`config.mk`:
```
export PLATFORM = sky130hd
export DESIGN_NAME = line_steer_pwm
export DESIGN_NICKNAME = d
export VERILOG_FILES = /design/src/rtl/line_ctrl_pkg.sv /design/src/rtl/pwm_gen.sv /design/src/rtl/line_steer_pwm.sv
export SDC_FILE = /design/constraint.sdc
export NUM_CORES = 1
export LEC_CHECK = 0
export ABC_AREA = 1
export BUFFER_PORTS_ARGS = -buffer_cell sky130_fd_sc_hd__buf_2
export CAP_MARGIN = 15
export CORE_UTILIZATION = 62
export DETAILED_ROUTE_END_ITERATION = 16
export PLACE_DENSITY = 0.88
export SLEW_MARGIN = 20
export SYNTH_ARGS = -nofsm -noshare
export SYNTH_HDL_FRONTEND = slang
export SYNTH_SLANG_ARGS = --single-unit
```
`constraint.sdc`:
```
create_clock -name clk -period 5.3 [get_ports clk]
set_input_delay 0 -clock clk [delete_from_list [all_inputs] [get_ports clk]]
set_output_delay 0 -clock clk [all_outputs]
set_load 0.01 [all_outputs]
```
`src/rtl/line_ctrl_pkg.sv`:
```
// rtl/line_ctrl_pkg.sv - shared constants and helpers for the line steering block
// Contents: FSM state encodings, stage-1 action codes, default PWM width,
// and a signed 32-bit saturate function.
package line_ctrl_pkg;

  localparam logic [1:0] ST_IDLE  = 2'd0;
  localparam logic [1:0] ST_TRACK = 2'd1;
  localparam logic [1:0] ST_HOLD  = 2'd2;
  localparam logic [1:0] ST_STOP  = 2'd3;

  localparam int PWM_BITS_DEF = 10;

  // What stage 2 must do with the frame handed over by stage 1.
  localparam logic [1:0] ACT_NONE = 2'd0; // keep steer and pending duties
  localparam logic [1:0] ACT_PD   = 2'd1; // new steer from the PD products
  localparam logic [1:0] ACT_ZERO = 2'd2; // motors off, steer back to 0

  function automatic logic signed [31:0] sat_s32(input logic signed [31:0] v,
                                                 input logic signed [31:0] lo,
                                                 input logic signed [31:0] hi);
    if (v < lo) begin
      return lo;
    end else if (v > hi) begin
      return hi;
    end
    return v;
  endfunction

endpackage

```
`src/rtl/pwm_gen.sv`:
```
// rtl/pwm_gen.sv - two-channel PWM generator with period-boundary duty latch
// Ports:
//   clk, rst                 clock, asynchronous active-high reset
//   pend_left, pend_right    requested duties, taken only at counter wrap
//   duty_left, duty_right    duties currently applied
//   pwm_left, pwm_right      registered PWM outputs, high while cnt < duty
module pwm_gen
  import line_ctrl_pkg::*;
#(
  parameter int PWM_BITS = PWM_BITS_DEF,
  parameter int PRESCALE = 49
) (
  input  logic                clk,
  input  logic                rst,
  input  logic [PWM_BITS-1:0] pend_left,
  input  logic [PWM_BITS-1:0] pend_right,
  output logic [PWM_BITS-1:0] duty_left,
  output logic [PWM_BITS-1:0] duty_right,
  output logic                pwm_left,
  output logic                pwm_right
);

  localparam int PRE_W = (PRESCALE > 0) ? $clog2(PRESCALE + 1) : 1;

  logic [PRE_W-1:0]    pre_q, pre_d;
  logic [PWM_BITS-1:0] cnt_q, cnt_d;
  logic [PWM_BITS-1:0] duty_l_q, duty_l_d, duty_r_q, duty_r_d;
  logic                pwm_l_q, pwm_l_d, pwm_r_q, pwm_r_d;
  logic                tick, wrap;

  always_comb begin
    tick  = (pre_q == PRE_W'(PRESCALE));
    pre_d = tick ? '0 : pre_q + 1'b1;
    cnt_d = tick ? cnt_q + 1'b1 : cnt_q;
    // Duties change only as the counter rolls back to 0, so no period is cut short.
    wrap     = tick && (cnt_q == '1);
    duty_l_d = wrap ? pend_left  : duty_l_q;
    duty_r_d = wrap ? pend_right : duty_r_q;
    // Compare against next-cycle counter/duty so the output flop lines up with them.
    pwm_l_d  = (cnt_d < duty_l_d);
    pwm_r_d  = (cnt_d < duty_r_d);
  end

  always_ff @(posedge clk or posedge rst) begin
    if (rst) begin
      pre_q    <= '0;
      cnt_q    <= '0;
      duty_l_q <= '0;
      duty_r_q <= '0;
      pwm_l_q  <= 1'b0;
      pwm_r_q  <= 1'b0;
    end else begin
      pre_q    <= pre_d;
      cnt_q    <= cnt_d;
      duty_l_q <= duty_l_d;
      duty_r_q <= duty_r_d;
      pwm_l_q  <= pwm_l_d;
      pwm_r_q  <= pwm_r_d;
    end
  end

  assign duty_left  = duty_l_q;
  assign duty_right = duty_r_q;
  assign pwm_left   = pwm_l_q;
  assign pwm_right  = pwm_r_q;

endmodule

```
`src/rtl/line_steer_pwm.sv`:
```
// rtl/line_steer_pwm.sv - PD line-follow steering with lost-line supervision and PWM
// Optional feature macro: STEER_SLEW_EN (limits per-frame steer change to SLEW_STEP).
// Ports:
//   clk, reset               clock, asynchronous active-high reset
//   enable                   0 forces IDLE and zero duties
//   err_valid                one-cycle strobe per frame
//   error, detected          signed centroid error and line-found flag
//   pwm_left, pwm_right      motor PWM outputs
//   duty_left, duty_right    duties currently applied to the PWM outputs
//   steer                    saturated steer of the last processed frame
//   state, lost              FSM state (0 IDLE,1 TRACK,2 HOLD,3 STOP), HOLD/STOP flag
module line_steer_pwm
  import line_ctrl_pkg::*;
#(
  parameter int PWM_BITS    = PWM_BITS_DEF,
  parameter int PRESCALE    = 49,
  parameter int KP          = 3,
  parameter int KD          = 2,
  parameter int GAIN_SHIFT  = 2,
  parameter int BASE_DUTY   = 512,
  parameter int STEER_MAX   = 400,
  parameter int LOST_FRAMES = 15,
  parameter int SLEW_STEP   = 32
) (
  input  logic                clk,
  input  logic                reset,
  input  logic                enable,
  input  logic                err_valid,
  input  logic signed [15:0]  error,
  input  logic                detected,
  output logic                pwm_left,
  output logic                pwm_right,
  output logic [PWM_BITS-1:0] duty_left,
  output logic [PWM_BITS-1:0] duty_right,
  output logic signed [15:0]  steer,
  output logic [1:0]          state,
  output logic                lost
);

  localparam int         DUTY_MAX = (1 << PWM_BITS) - 1;
  localparam logic [7:0] LOST_LIM = 8'(LOST_FRAMES);

  // Stage 1: FSM decision, products, e_prev/lost_cnt bookkeeping.
  logic [1:0]         fsm_q, fsm_d;
  logic [7:0]         lost_cnt_q, lost_cnt_d;
  logic signed [15:0] e_prev_q, e_prev_d;
  logic [1:0]         act_q, act_d;
  logic signed [31:0] p_q, p_d, dd_q, dd_d;
  logic signed [31:0] err_ext, prev_ext;

  // Stage 2: sum/shift/saturate and duty mapping.
  logic [1:0]          state_q;
  logic signed [15:0]  steer_q, steer_d;
  logic [PWM_BITS-1:0] pend_l_q, pend_l_d, pend_r_q, pend_r_d;
  logic signed [31:0]  sum, shifted, sat, lim, left_v, right_v;

  always_comb begin
    err_ext    = {{16{error[15]}}, error};
    prev_ext   = {{16{e_prev_q[15]}}, e_prev_q};
    fsm_d      = fsm_q;
    lost_cnt_d = lost_cnt_q;
    e_prev_d   = e_prev_q;
    act_d      = ACT_NONE;
    p_d        = p_q;
    dd_d       = dd_q;
    if (!enable) begin
      fsm_d      = ST_IDLE;
      lost_cnt_d = 8'd0;
      act_d      = ACT_ZERO;
    end else if (err_valid) begin
      if (detected) begin
        fsm_d      = ST_TRACK;
        lost_cnt_d = 8'd0;
        e_prev_d   = error;
        act_d      = ACT_PD;
        p_d        = err_ext * KP;
        // e_prev is stale on (re)entry to TRACK, so the derivative is dropped.
        dd_d       = (fsm_q == ST_TRACK) ? (err_ext - prev_ext) * KD : 32'sd0;
      end else begin
        case (fsm_q)
          ST_TRACK, ST_HOLD: begin
            lost_cnt_d = (fsm_q == ST_TRACK) ? 8'd1 : lost_cnt_q + 8'd1;
            if (lost_cnt_d >= LOST_LIM) begin
              fsm_d = ST_STOP;
              act_d = ACT_ZERO;
            end else begin
              fsm_d = ST_HOLD;
            end
          end
          default: ;
        endcase
      end
    end
  end

  always_comb begin
    steer_d  = steer_q;
    pend_l_d = pend_l_q;
    pend_r_d = pend_r_q;
    sum      = p_q + dd_q;
    shifted  = sum >>> GAIN_SHIFT;
    sat      = sat_s32(shifted, -STEER_MAX, STEER_MAX);
`ifdef STEER_SLEW_EN
    // steer_q is zeroed on IDLE/STOP entry, so slewing restarts from 0 there.
    lim      = sat_s32(sat, 32'(steer_q) - SLEW_STEP, 32'(steer_q) + SLEW_STEP);
`else
    lim      = sat;
`endif
    left_v   = sat_s32(BASE_DUTY + lim, 32'sd0, DUTY_MAX);
    right_v  = sat_s32(BASE_DUTY - lim, 32'sd0, DUTY_MAX);
    case (act_q)
      ACT_PD: begin
        steer_d  = lim[15:0];
        pend_l_d = left_v[PWM_BITS-1:0];
        pend_r_d = right_v[PWM_BITS-1:0];
      end
      ACT_ZERO: begin
        steer_d  = 16'sd0;
        pend_l_d = '0;
        pend_r_d = '0;
      end
      default: ;
    endcase
  end

  always_ff @(posedge clk or posedge reset) begin
    if (reset) begin
      fsm_q      <= ST_IDLE;
      lost_cnt_q <= 8'd0;
      e_prev_q   <= 16'sd0;
      act_q      <= ACT_NONE;
      p_q        <= 32'sd0;
      dd_q       <= 32'sd0;
      state_q    <= ST_IDLE;
      steer_q    <= 16'sd0;
      pend_l_q   <= '0;
      pend_r_q   <= '0;
    end else begin
      fsm_q      <= fsm_d;
      lost_cnt_q <= lost_cnt_d;
      e_prev_q   <= e_prev_d;
      act_q      <= act_d;
      p_q        <= p_d;
      dd_q       <= dd_d;
      // The visible state trails the stage-1 FSM by one cycle, in step with steer.
      state_q    <= fsm_q;
      steer_q    <= steer_d;
      pend_l_q   <= pend_l_d;
      pend_r_q   <= pend_r_d;
    end
  end

  pwm_gen #(
    .PWM_BITS (PWM_BITS),
    .PRESCALE (PRESCALE)
  ) u_pwm (
    .clk        (clk),
    .rst        (reset),
    .pend_left  (pend_l_q),
    .pend_right (pend_r_q),
    .duty_left  (duty_left),
    .duty_right (duty_right),
    .pwm_left   (pwm_left),
    .pwm_right  (pwm_right)
  );

  assign steer = steer_q;
  assign state = state_q;
  assign lost  = (state_q == ST_HOLD) || (state_q == ST_STOP);

endmodule

```
==> run summary, run 1 <==
=======================================================================================
Wirelength per Cell                                                             14.2 um
Startpoint of the most critical hold path                                     err_valid
Type of the setup path with the least slack                                flip-flop to flip-flop
Total length of routed wires                                                   21700 um
Transition at the pin with the smallest max-transition slack                   0.979 ns
Dominant cells by area after synthesis                                     sky130_fd_sc_hd__dfrtp_1 37%, sky130_fd_sc_hd__nand2_1 15%, sky130_fd_sc_hd__ha_1 12%
Share of the synthesized area in the top cell type                                0.373
Pin count of the biggest net entering global routing                                 72
DIE WIDTH                                                                        125 um
Fraction of final layout cells with drive strength greater than 1                 0.105
Power density cells                                                         355 nW/um^2
Result of the run                                                             completed
Tightest slew margin relative to the limit                                        0.343
Core area                                                                    14600 um^2
Class of the worst hold path                                               input pin to flip-flop
Count of distinct cell types in the synthesized netlist                              49
Total global routing overflow                                                         0
Reg clk slew, reported paths                                                    0.07 ns
Half-perimeter wire length after placement                                     15600 um
FFs w/ async S/R, synth                                                            1.00
Clock latency on the worst-skew pair                                            0.43 ns
Most used flip-flop cell after synthesis                                   sky130_fd_sc_hd__dfrtp_1
Kind of capture point of the worst setup path                                 flip-flop
Count of nets after finishing                                                      1449
Total clock sinks                                                                   139
End point of the most critical hold path                                   lost_cnt_q[4]
Commonest non-fill, non-tap cells in the layout                            365 x sky130_fd_sc_hd__nand2_1, 182 x sky130_fd_sc_hd__inv_1, 139 x sky130_fd_sc_hd__dfrtp_1
Number of violations reported at the end of detailed-routing iteration 0            555
Mean cell area of the mapped netlist                                          7.47 um^2
Vias per inst                                                                      5.52
Top Ports                                                                            62
Count of input and output buffers                                                    61
Worst R2R End                                                              u_pwm.pwm_left
Vias in the first global route                                                     8232
Crit path launch type                                                         flip-flop
Worst EP required                                                               5.66 ns
Max VDD drop                                                                   0.275 mV
DRC errors left                                                                       0
RSZ-0062 raised after global routing                                                 no
Static leakage                                                                  5.75 nW
Root Buffer Master                                                         sky130_fd_sc_hd__clkbuf_16
Antenna violations before repair                                                      0
Number of cells on the worst hold path                                                4
Setup skew after layout                                                       0.0108 ns
Register area share after synthesis                                               0.373
Clock tree from TritonCTS                                                         built
Diodes inserted                                                                       0
Synthesized instance count                                                         1250
Height of the chip                                                               125 um
Number of register bits inferred by synthesis                                       139
Reg2Reg Launch Point                                                       u_pwm.cnt_q[0]
Final estimated routing congestion in global placement                            0.898
CP Data Arrival Time                                                            4.14 ns
Synthesized Nets                                                                   1366
H-tree levels                                                                         4
Cell depth of the worst flop-to-flop path                                            16
Yosys Warn Count                                                                      0
Combined area of all synthesized cells                                        9330 um^2
TritonCTS Buffers                                                                    17
Effective utilization at floorplan                                                0.640
Fmax                                                                            264 MHz
Min Tclk post-route                                                             3.79 ns
Reg-to-reg setup timing slack                                                   1.51 ns
Sum Neg Setup Slack                                                                0 ns
Final count of hold timing violations                                                 0
Total of endpoints with negative setup slack in the final report                      0
Overall global routing resource usage                                             0.292
Number of flops mapped to enable cells by yosys                                       0
Placement Rows                                                                       44
Remaining antenna violation count                                                     0
Layout overhead on the synthesized area                                           13.7%
Count of final max-slew check failures                                                0
Top fanout value on the critical path                                                30
Via total after detailed routing                                                   8450
Most common library cell in the layout ignoring fill and taps              sky130_fd_sc_hd__nand2_1
Longest Clk Path Bufs                                                                 2
First-pass GRT wire length                                                     36700 um
Die Outline Area                                                             15500 um^2
Max-capacitance violation count                                                       0
Post-synthesis cell type with the largest combined area                    sky130_fd_sc_hd__dfrtp_1
First-pass DRT Iterations                                                             5
Fin Hold WS                                                                    0.183 ns
Final worst path period share                                                     0.714
=======================================================================================
critical path, stage by stage, from the launching register on:
cell,delay (ns)
sky130_fd_sc_hd__dfrtp_1,0.41
sky130_fd_sc_hd__ha_1,0.16
sky130_fd_sc_hd__inv_1,0.05
sky130_fd_sc_hd__nor3_1,0.30
sky130_fd_sc_hd__nand4_1,0.18
sky130_fd_sc_hd__nor2_1,0.52
sky130_fd_sc_hd__inv_1,0.54
sky130_fd_sc_hd__o21ai_0,0.37
sky130_fd_sc_hd__inv_1,0.07
sky130_fd_sc_hd__ha_1,0.32
sky130_fd_sc_hd__a21oi_1,0.14
sky130_fd_sc_hd__nor2_1,0.05
sky130_fd_sc_hd__a211oi_1,0.17
sky130_fd_sc_hd__nor2_1,0.06
sky130_fd_sc_hd__nor3_1,0.13
sky130_fd_sc_hd__o41ai_1,0.10
sky130_fd_sc_hd__a21oi_1,0.12
timing repair:
item                      CTS  global route
buffers inserted            0             0
gates resized for setup     0             0
hold buffers               21             0
hold endpoints to repair   92             0
Yosys cell counts, types with 3 or more instances:
| library cell | number |
|---|---|
| sky130_fd_sc_hd__inv_2 | 6 |
| sky130_fd_sc_hd__dfrtp_1 | 139 |
| sky130_fd_sc_hd__o21ai_0 | 92 |
| sky130_fd_sc_hd__and2_1 | 3 |
| sky130_fd_sc_hd__o21bai_1 | 10 |
| sky130_fd_sc_hd__nand2_1 | 365 |
| sky130_fd_sc_hd__nand3b_1 | 3 |
| sky130_fd_sc_hd__fa_1 | 3 |
| sky130_fd_sc_hd__nand2_2 | 9 |
| sky130_fd_sc_hd__nor3_1 | 18 |
| sky130_fd_sc_hd__o31ai_1 | 6 |
| sky130_fd_sc_hd__xor2_1 | 13 |
| sky130_fd_sc_hd__nor2_1 | 82 |
| sky130_fd_sc_hd__nand3_2 | 5 |
| sky130_fd_sc_hd__nor2_2 | 7 |
| sky130_fd_sc_hd__nand4_1 | 14 |
| sky130_fd_sc_hd__ha_1 | 92 |
| sky130_fd_sc_hd__nand2_4 | 3 |
| sky130_fd_sc_hd__a21oi_1 | 56 |
| sky130_fd_sc_hd__or2_2 | 3 |
| sky130_fd_sc_hd__o22ai_1 | 13 |
| sky130_fd_sc_hd__clkbuf_1 | 19 |
| sky130_fd_sc_hd__inv_1 | 184 |
| sky130_fd_sc_hd__nand3_1 | 64 |
| sky130_fd_sc_hd__xnor2_1 | 8 |
sequential cells by signal, indices dropped and copies added, names as in the netlist:
| name | flops |
|---|---|
| p_q | 18 |
| dd_q | 17 |
| e_prev_q | 16 |
| steer | 16 |
| pend_l_q | 10 |
| pend_r_q | 10 |
| u_pwm.cnt_q | 10 |
| u_pwm.duty_left | 10 |
| u_pwm.duty_right | 10 |
| lost_cnt_q | 8 |
| u_pwm.pre_q | 6 |
| act_q | 2 |
| fsm_q | 2 |
| state | 2 |
| u_pwm.pwm_left | 1 |
| u_pwm.pwm_right | 1 |
report_power, final:
part	internal (W)	total, W	switching (W)	leakage [nW]
registers	0.00122	0.00131	0.0000869	1.83
clock network	0.000673	0.00120	0.000530	0.292
logic	0.000427	0.00126	0.000833	3.63
layout make-up:
type	instances	area (um^2)
clock buffer	17	425
multi-input combinational	896	5030
tap	184	230
fill	1079	3970
timing repair buffer	86	546
sequential	139	3480
clock inverter	15	171
inverter	193	734
metal layers:
layer | GRT usage | vias up | wire (um)
met3 | 0.0528 | 66 | 902
met1 | 0.342 | 3940 | 9270
met5 | 0 | - | 0
met4 | 0.128 | 0 | 683
li1 | - | 4209 | -
met2 | 0.519 | 235 | 10800
metrics by stage:
| stage | util | instance area (um^2) | cells | worst slack (ns) | power, W |
|---|---|---|---|---|---|
| finish | 0.728 | 10600 | 1530 | 1.51 | 0.00377 |
| global route | 0.728 | 10600 | 1530 | 0.982 | 0.00401 |
| CTS | 0.728 | 10600 | 1530 | 1.52 | 0.00377 |
| detailed placement | 0.672 | 9810 | 1477 | 1.62 | 0.00254 |
| global placement | 0.672 | 9810 | 1477 | 1.69 | 0.00250 |
| floorplan | - | 9330 | 1250 | 1.58 | 0.00224 |
cells by family after synthesis:
kind of cell	after synthesis	synth area share
and+or+nand+nor	585	0.273
DFF	139	0.373
adders and majority gates	95	0.130
AOI/OAI and AO/OA	195	0.117
xor gates and xnor gates	21	0.0197
buffers and inverters	215	0.0883
worst max-delay path by stage:
stage | slack, ns | start | end | cells past startpoint
CTS | 1.52 | u_pwm.cnt_q[0] | u_pwm.pwm_left | 16
finish | 1.51 | u_pwm.cnt_q[0] | u_pwm.pwm_left | 16
floorplan | 1.58 | reset | act_q[0] | 1
detailed placement | 1.62 | p_q[1] | pend_r_q[8] | 28
global route | 0.98 | u_pwm.cnt_q[0] | u_pwm.pwm_left | 16
global placement | 1.69 | p_q[1] | pend_r_q[8] | 26
No activity file was read; power rests on OpenSTA's default activity.
==> inputs of run 2 (changes only) <==
--- a/config.mk
+++ b/config.mk
@@ -5,12 +5,12 @@
 export SDC_FILE = /design/constraint.sdc
 export NUM_CORES = 1
 export LEC_CHECK = 0
-export ABC_AREA = 1
+export ABC_AREA = 0
 export BUFFER_PORTS_ARGS = -buffer_cell sky130_fd_sc_hd__buf_2
 export CAP_MARGIN = 15
 export CORE_UTILIZATION = 62
 export DETAILED_ROUTE_END_ITERATION = 16
-export PLACE_DENSITY = 0.88
+export PLACE_DENSITY = 0.89
 export SLEW_MARGIN = 20
 export SYNTH_ARGS = -nofsm -noshare
 export SYNTH_HDL_FRONTEND = slang
==> constraint.sdc (replaced) <==
create_clock -name clk -period 3.8 [get_ports clk]
set_input_delay 0 -clock clk [delete_from_list [all_inputs] [get_ports clk]]
set_output_delay 0 -clock clk [all_outputs]
set_load 0.01 [all_outputs]
==> run 2 against run 1 <==
- power up 40%
- hold slack better by 0.11 ns
- setup slack got worse by 1.4 ns
- register-to-register slack worse by 1.4 ns
- sequential cell count is the same
- critical path type unchanged
- routed wire length shrank 4.8%
- clock power is 39% higher
- sequential power up 41%
- combinational power grew 41%
- global-route usage up 0.16 points
- synthesized cell count is 23% lower
- synthesized area shrank 4.9%
==> run summary, run 2 <==
=======================================================================================
Reg-to-reg setup timing slack                                                   0.07 ns   was 1.51 ns
Placement Rows                                                                       43   was 44
Fraction of final layout cells with drive strength greater than 1                 0.167   was 0.105
Combined area of all synthesized cells                                        8880 um^2   was 9330 um^2
Most common library cell in the layout ignoring fill and taps              sky130_fd_sc_hd__dfrtp_1   was sky130_fd_sc_hd__nand2_1
Longest Clk Path Bufs                                                                 2   unchanged
Count of input and output buffers                                                    61   unchanged
Final worst path period share                                                     0.981   was 0.714
First-pass DRT Iterations                                                             5   unchanged
Internal cell power                                                           0.00342 W   was 0.00232 W
Overall global routing resource usage                                             0.293   was 0.292
Total clock sinks                                                                   139   unchanged
Logic gate share of total power                                                   0.336   was 0.334
Type of the setup path with the least slack                                flip-flop to flip-flop   unchanged
Height of the chip                                                               122 um   was 125 um
Synthesized Nets                                                                   1079   was 1366
Vias per inst                                                                      6.04   was 5.52
Max VDD drop                                                                   0.367 mV   was 0.275 mV
Reg2Reg Launch Point                                                            dd_q[1]   was u_pwm.cnt_q[0]
Top fanout value on the critical path                                                 4   was 30
Cell with the most instances after synthesis                               sky130_fd_sc_hd__dfrtp_1   was sky130_fd_sc_hd__nand2_1
Die Outline Area                                                             14800 um^2   was 15500 um^2
Effective utilization at floorplan                                                0.637   was 0.640
Worst setup path endpoint                                                   pend_r_q[8]   was u_pwm.pwm_left
Final count of hold timing violations                                                 0   unchanged
Result of the run                                                             completed   unchanged
Remaining antenna violation count                                                     0   unchanged
Count of final max-slew check failures                                                0   unchanged
Max-capacitance violation count                                                       0   unchanged
Fmax                                                                            268 MHz   was 264 MHz
Worst R2R End                                                               pend_r_q[8]   was u_pwm.pwm_left
Register area share after synthesis                                               0.392   was 0.373
Share of the synthesized area in the top cell type                                0.392   was 0.373
Post-Place Cells                                                                   1197   was 1477
Fillers                                                                             883   was 1079
Highest cell delay on the worst timing path                                     0.38 ns   was 0.54 ns
Final estimated routing congestion in global placement                            0.895   was 0.898
Switching power summed over all nets                                          0.00187 W   was 0.00145 W
Half-perimeter wire length after placement                                     14200 um   was 15600 um
Cell depth of the worst setup path                                                   17   was 16
First-pass GRT wire length                                                     34300 um   was 36700 um
Synth cell count leaders                                                   139 x sky130_fd_sc_hd__dfrtp_1, 138 x sky130_fd_sc_hd__nand2_1, 92 x sky130_fd_sc_hd__ha_1   was 365 x sky130_fd_sc_hd__nand2_1, 184 x sky130_fd_sc_hd__inv_1, 139 x sky130_fd_sc_hd__dfrtp_1
Most Frequent Cell on Critical Path                                        sky130_fd_sc_hd__and2_4
Dominant cells by area after synthesis                                     sky130_fd_sc_hd__dfrtp_1 39%, sky130_fd_sc_hd__ha_1 13%, sky130_fd_sc_hd__nand2_1 5.8%   was sky130_fd_sc_hd__dfrtp_1 37%, sky130_fd_sc_hd__nand2_1 15%, sky130_fd_sc_hd__ha_1 12%
Total global routing overflow                                                         0   unchanged
Wirelength per Cell                                                             16.4 um   was 14.2 um
Clock tree from TritonCTS                                                         built   unchanged
Static leakage                                                                  5.16 nW   was 5.75 nW
Tightest slew margin relative to the limit                                        0.444   was 0.343
Clock latency on the worst-skew pair                                            0.43 ns   about the same
Crit path launch type                                                         flip-flop   unchanged
Worst EP required                                                               4.16 ns   was 5.66 ns
Synthesized instance count                                                          963   was 1250
RSZ-0062 raised after global routing                                                yes   was no
Core area                                                                    13900 um^2   was 14600 um^2
Top Ports                                                                            62   unchanged
Setup skew after layout                                                      0.00790 ns   was 0.0108 ns
Via total after detailed routing                                                   7598   was 8450
DRC errors left                                                                       0   unchanged
Number of violations reported at the end of detailed-routing iteration 0            569   was 555
TritonCTS Buffers                                                                    17   unchanged
Layout overhead on the synthesized area                                           17.6%   was 13.7%
Footprint of the multi-input gates                                            5150 um^2   was 5030 um^2
Count of nets after finishing                                                      1180   was 1449
Class of the worst hold path                                               input pin to async pin   was input pin to flip-flop
FFs w/ async S/R, synth                                                            1.00   unchanged
Largest Register                                                                    p_q   unchanged
Number of buffers and inverters on the critical path                                  1   was 3
Commonest non-fill, non-tap cells in the layout                            139 x sky130_fd_sc_hd__dfrtp_1, 137 x sky130_fd_sc_hd__nand2_1, 89 x sky130_fd_sc_hd__ha_1   was 365 x sky130_fd_sc_hd__nand2_1, 182 x sky130_fd_sc_hd__inv_1, 139 x sky130_fd_sc_hd__dfrtp_1
Mean cell area of the mapped netlist                                          9.22 um^2   was 7.47 um^2
Critical Path Start                                                             dd_q[1]   was u_pwm.cnt_q[0]
Transition at the pin with the smallest max-transition slack                   0.812 ns   was 0.979 ns
Count of distinct cell types in the synthesized netlist                              79   was 49
Antenna violations before repair                                                      0   unchanged
Power density cells                                                         507 nW/um^2   was 355 nW/um^2
Fin Hold WS                                                                    0.288 ns   was 0.183 ns
Kind of capture point of the worst setup path                                 flip-flop   unchanged
Reg clk slew, reported paths                                                    0.06 ns   was 0.07 ns
H-tree levels                                                                         4   unchanged
CP Data Arrival Time                                                            4.09 ns   was 4.14 ns
Crit path max-delay family                                                 compound AO/OA/AOI/OAI gates   was simple AND/OR/NAND/NOR gates
Yosys Warn Count                                                                      0   unchanged
Storage cell area                                                             3480 um^2   unchanged
Root Buffer Master                                                         sky130_fd_sc_hd__clkbuf_16   unchanged
Portion of total power attributed to sequential cells                             0.349   was 0.346
Critical-path cell list                                                    and2_4 -> fa_2 -> a211oi_4 -> nor2_2 -> xor2_2 -> o41ai_2 -> a21oi_1 -> a2111oi_2 -> nor4b_4 -> a22o_2 -> and2_4 -> inv_4 -> ha_4 -> nand2_4 -> nor4_2 -> a211o_2 -> nand4_1   was ha_1 -> inv_1 -> nor3_1 -> nand4_1 -> nor2_1 -> inv_1 -> o21ai_0 -> inv_1 -> ha_1 -> a21oi_1 -> nor2_1 -> a211oi_1 -> nor2_1 -> nor3_1 -> o41ai_1 -> a21oi_1
Diodes inserted                                                                       0   unchanged
Proportion of total power due to net switching                                    0.353   was 0.385
DIE WIDTH                                                                        122 um   was 125 um
Number of non-filler instances in the completed layout                             1257   was 1530
Cell depth of the worst flop-to-flop path                                            17   was 16
Number of register bits inferred by synthesis                                       139   unchanged
Total of endpoints with negative setup slack in the final report                      0   unchanged
Vias in the first global route                                                     7463   was 8232
Post-synthesis cell type with the largest combined area                    sky130_fd_sc_hd__dfrtp_1   unchanged
Number of flops mapped to enable cells by yosys                                       0   unchanged
Min Tclk post-route                                                             3.73 ns   was 3.79 ns
Total length of routed wires                                                   20600 um   was 21700 um
Pin count of the biggest net entering global routing                                 89   was 72
Number of flip-flops under the largest register name                                 18   unchanged
Slowest CP cell                                                            sky130_fd_sc_hd__dfrtp_1   was sky130_fd_sc_hd__inv_1
Clk pwr share                                                                     0.315   was 0.319
Most used flip-flop cell after synthesis                                   sky130_fd_sc_hd__dfrtp_1   unchanged
Registers with the most flip-flops                                         p_q x18, dd_q x17   unchanged
Power after layout                                                            0.00529 W   was 0.00377 W
=======================================================================================
## run 2: cell types whose count changed after synthesis, sizes merged, moves of 14 or more
cell / delta
xnor2: +25
nor2: -43
mux2i: +20
nand3: -45
inv: -127
nand2: -239
nor2b: +14
## run 2: timing repair
item	CTS	global route
resized for setup	2	23
pin swaps	1	13
endpoints found under the setup margin	3	16
hold endpoints to repair	111	0
buffers inserted	1	6
hold buffers	21	0
## run 2: tightest hold or removal path, stage by stage
cell	delay (ns)
sky130_fd_sc_hd__dlygate4sd3_1	0.53
sky130_fd_sc_hd__buf_2	0.14
sky130_fd_sc_hd__inv_6	0.55
## run 2: worst min path at each step
stage	start	to	slack, ns
6_report	reset	p_q[17]	0.29
5_1_grt	reset	dd_q[16]	0.36
4_1_cts	reset	p_q[17]	0.31
3_5_place_dp	reset	p_q[30]	0.21
3_3_place_gp	reset	p_q[30]	0.21
2_1_floorplan	enable	act_q[1]	0.08
## run 2: final cells by class
type                            count  share of cell area
Multi-Input combinational cell    732               0.493
Timing Repair Buffer              111              0.0714
Clock inverter                     14              0.0151
Tap cell                          180              0.0216
Sequential cell                   139               0.333
Inverter                           63              0.0234
Clock buffer                       18              0.0421
## run 2: power groups by stage
stage                     sequential, W  combinational (W)  clock (W)
after floorplan                 0.00183            0.00126          0
after global placement          0.00185            0.00162          0
after detailed placement        0.00186            0.00167          0
after CTS                       0.00184            0.00172    0.00168
after global routing            0.00187            0.00198    0.00175
final                           0.00185            0.00178    0.00167
## run 2: cells by family (layout without fill, tap and decap cells)
| logic type | Yosys count | in the layout | synth area share |
|---|---|---|---|
| AOI/OAI and AO/OA | 234 | 234 | 0.169 |
| and+or+nand+nor | 320 | 320 | 0.174 |
| xor gates and xnor gates | 58 | 58 | 0.0581 |
| DFF | 139 | 139 | 0.392 |
| adders and majority gates | 95 | 95 | 0.136 |
| buffers and inverters | 92 | 206 | 0.0416 |
| muxes | 25 | 25 | 0.0289 |
## run 2: metal layers
layer / share of wire / up-vias / GRT usage / wire (um)
met3: 0.040 / 61 / 0.0515 / 821
met2: 0.51 / 218 / 0.505 / 10400
met4: 0.031 / 0 / 0.140 / 635
met5: 0 / - / 0 / 0
met1: 0.42 / 3680 / 0.356 / 8730
li1: - / 3639 / - / -
## run 2: through the flow
stage | TNS (ns) | cell area [um^2] | setup WS, ns | utilization
final | 0 | 10400 | 0.0730 | 0.749
after global routing | -0.597 | 10400 | -0.168 | 0.749
after CTS | 0 | 10300 | 0.0126 | 0.741
after detailed placement | -0.0104 | 9510 | -0.0104 | 0.682
after global placement | 0 | 9510 | 0.0906 | 0.682
after floorplan | -0.0360 | 8920 | -0.0252 | -
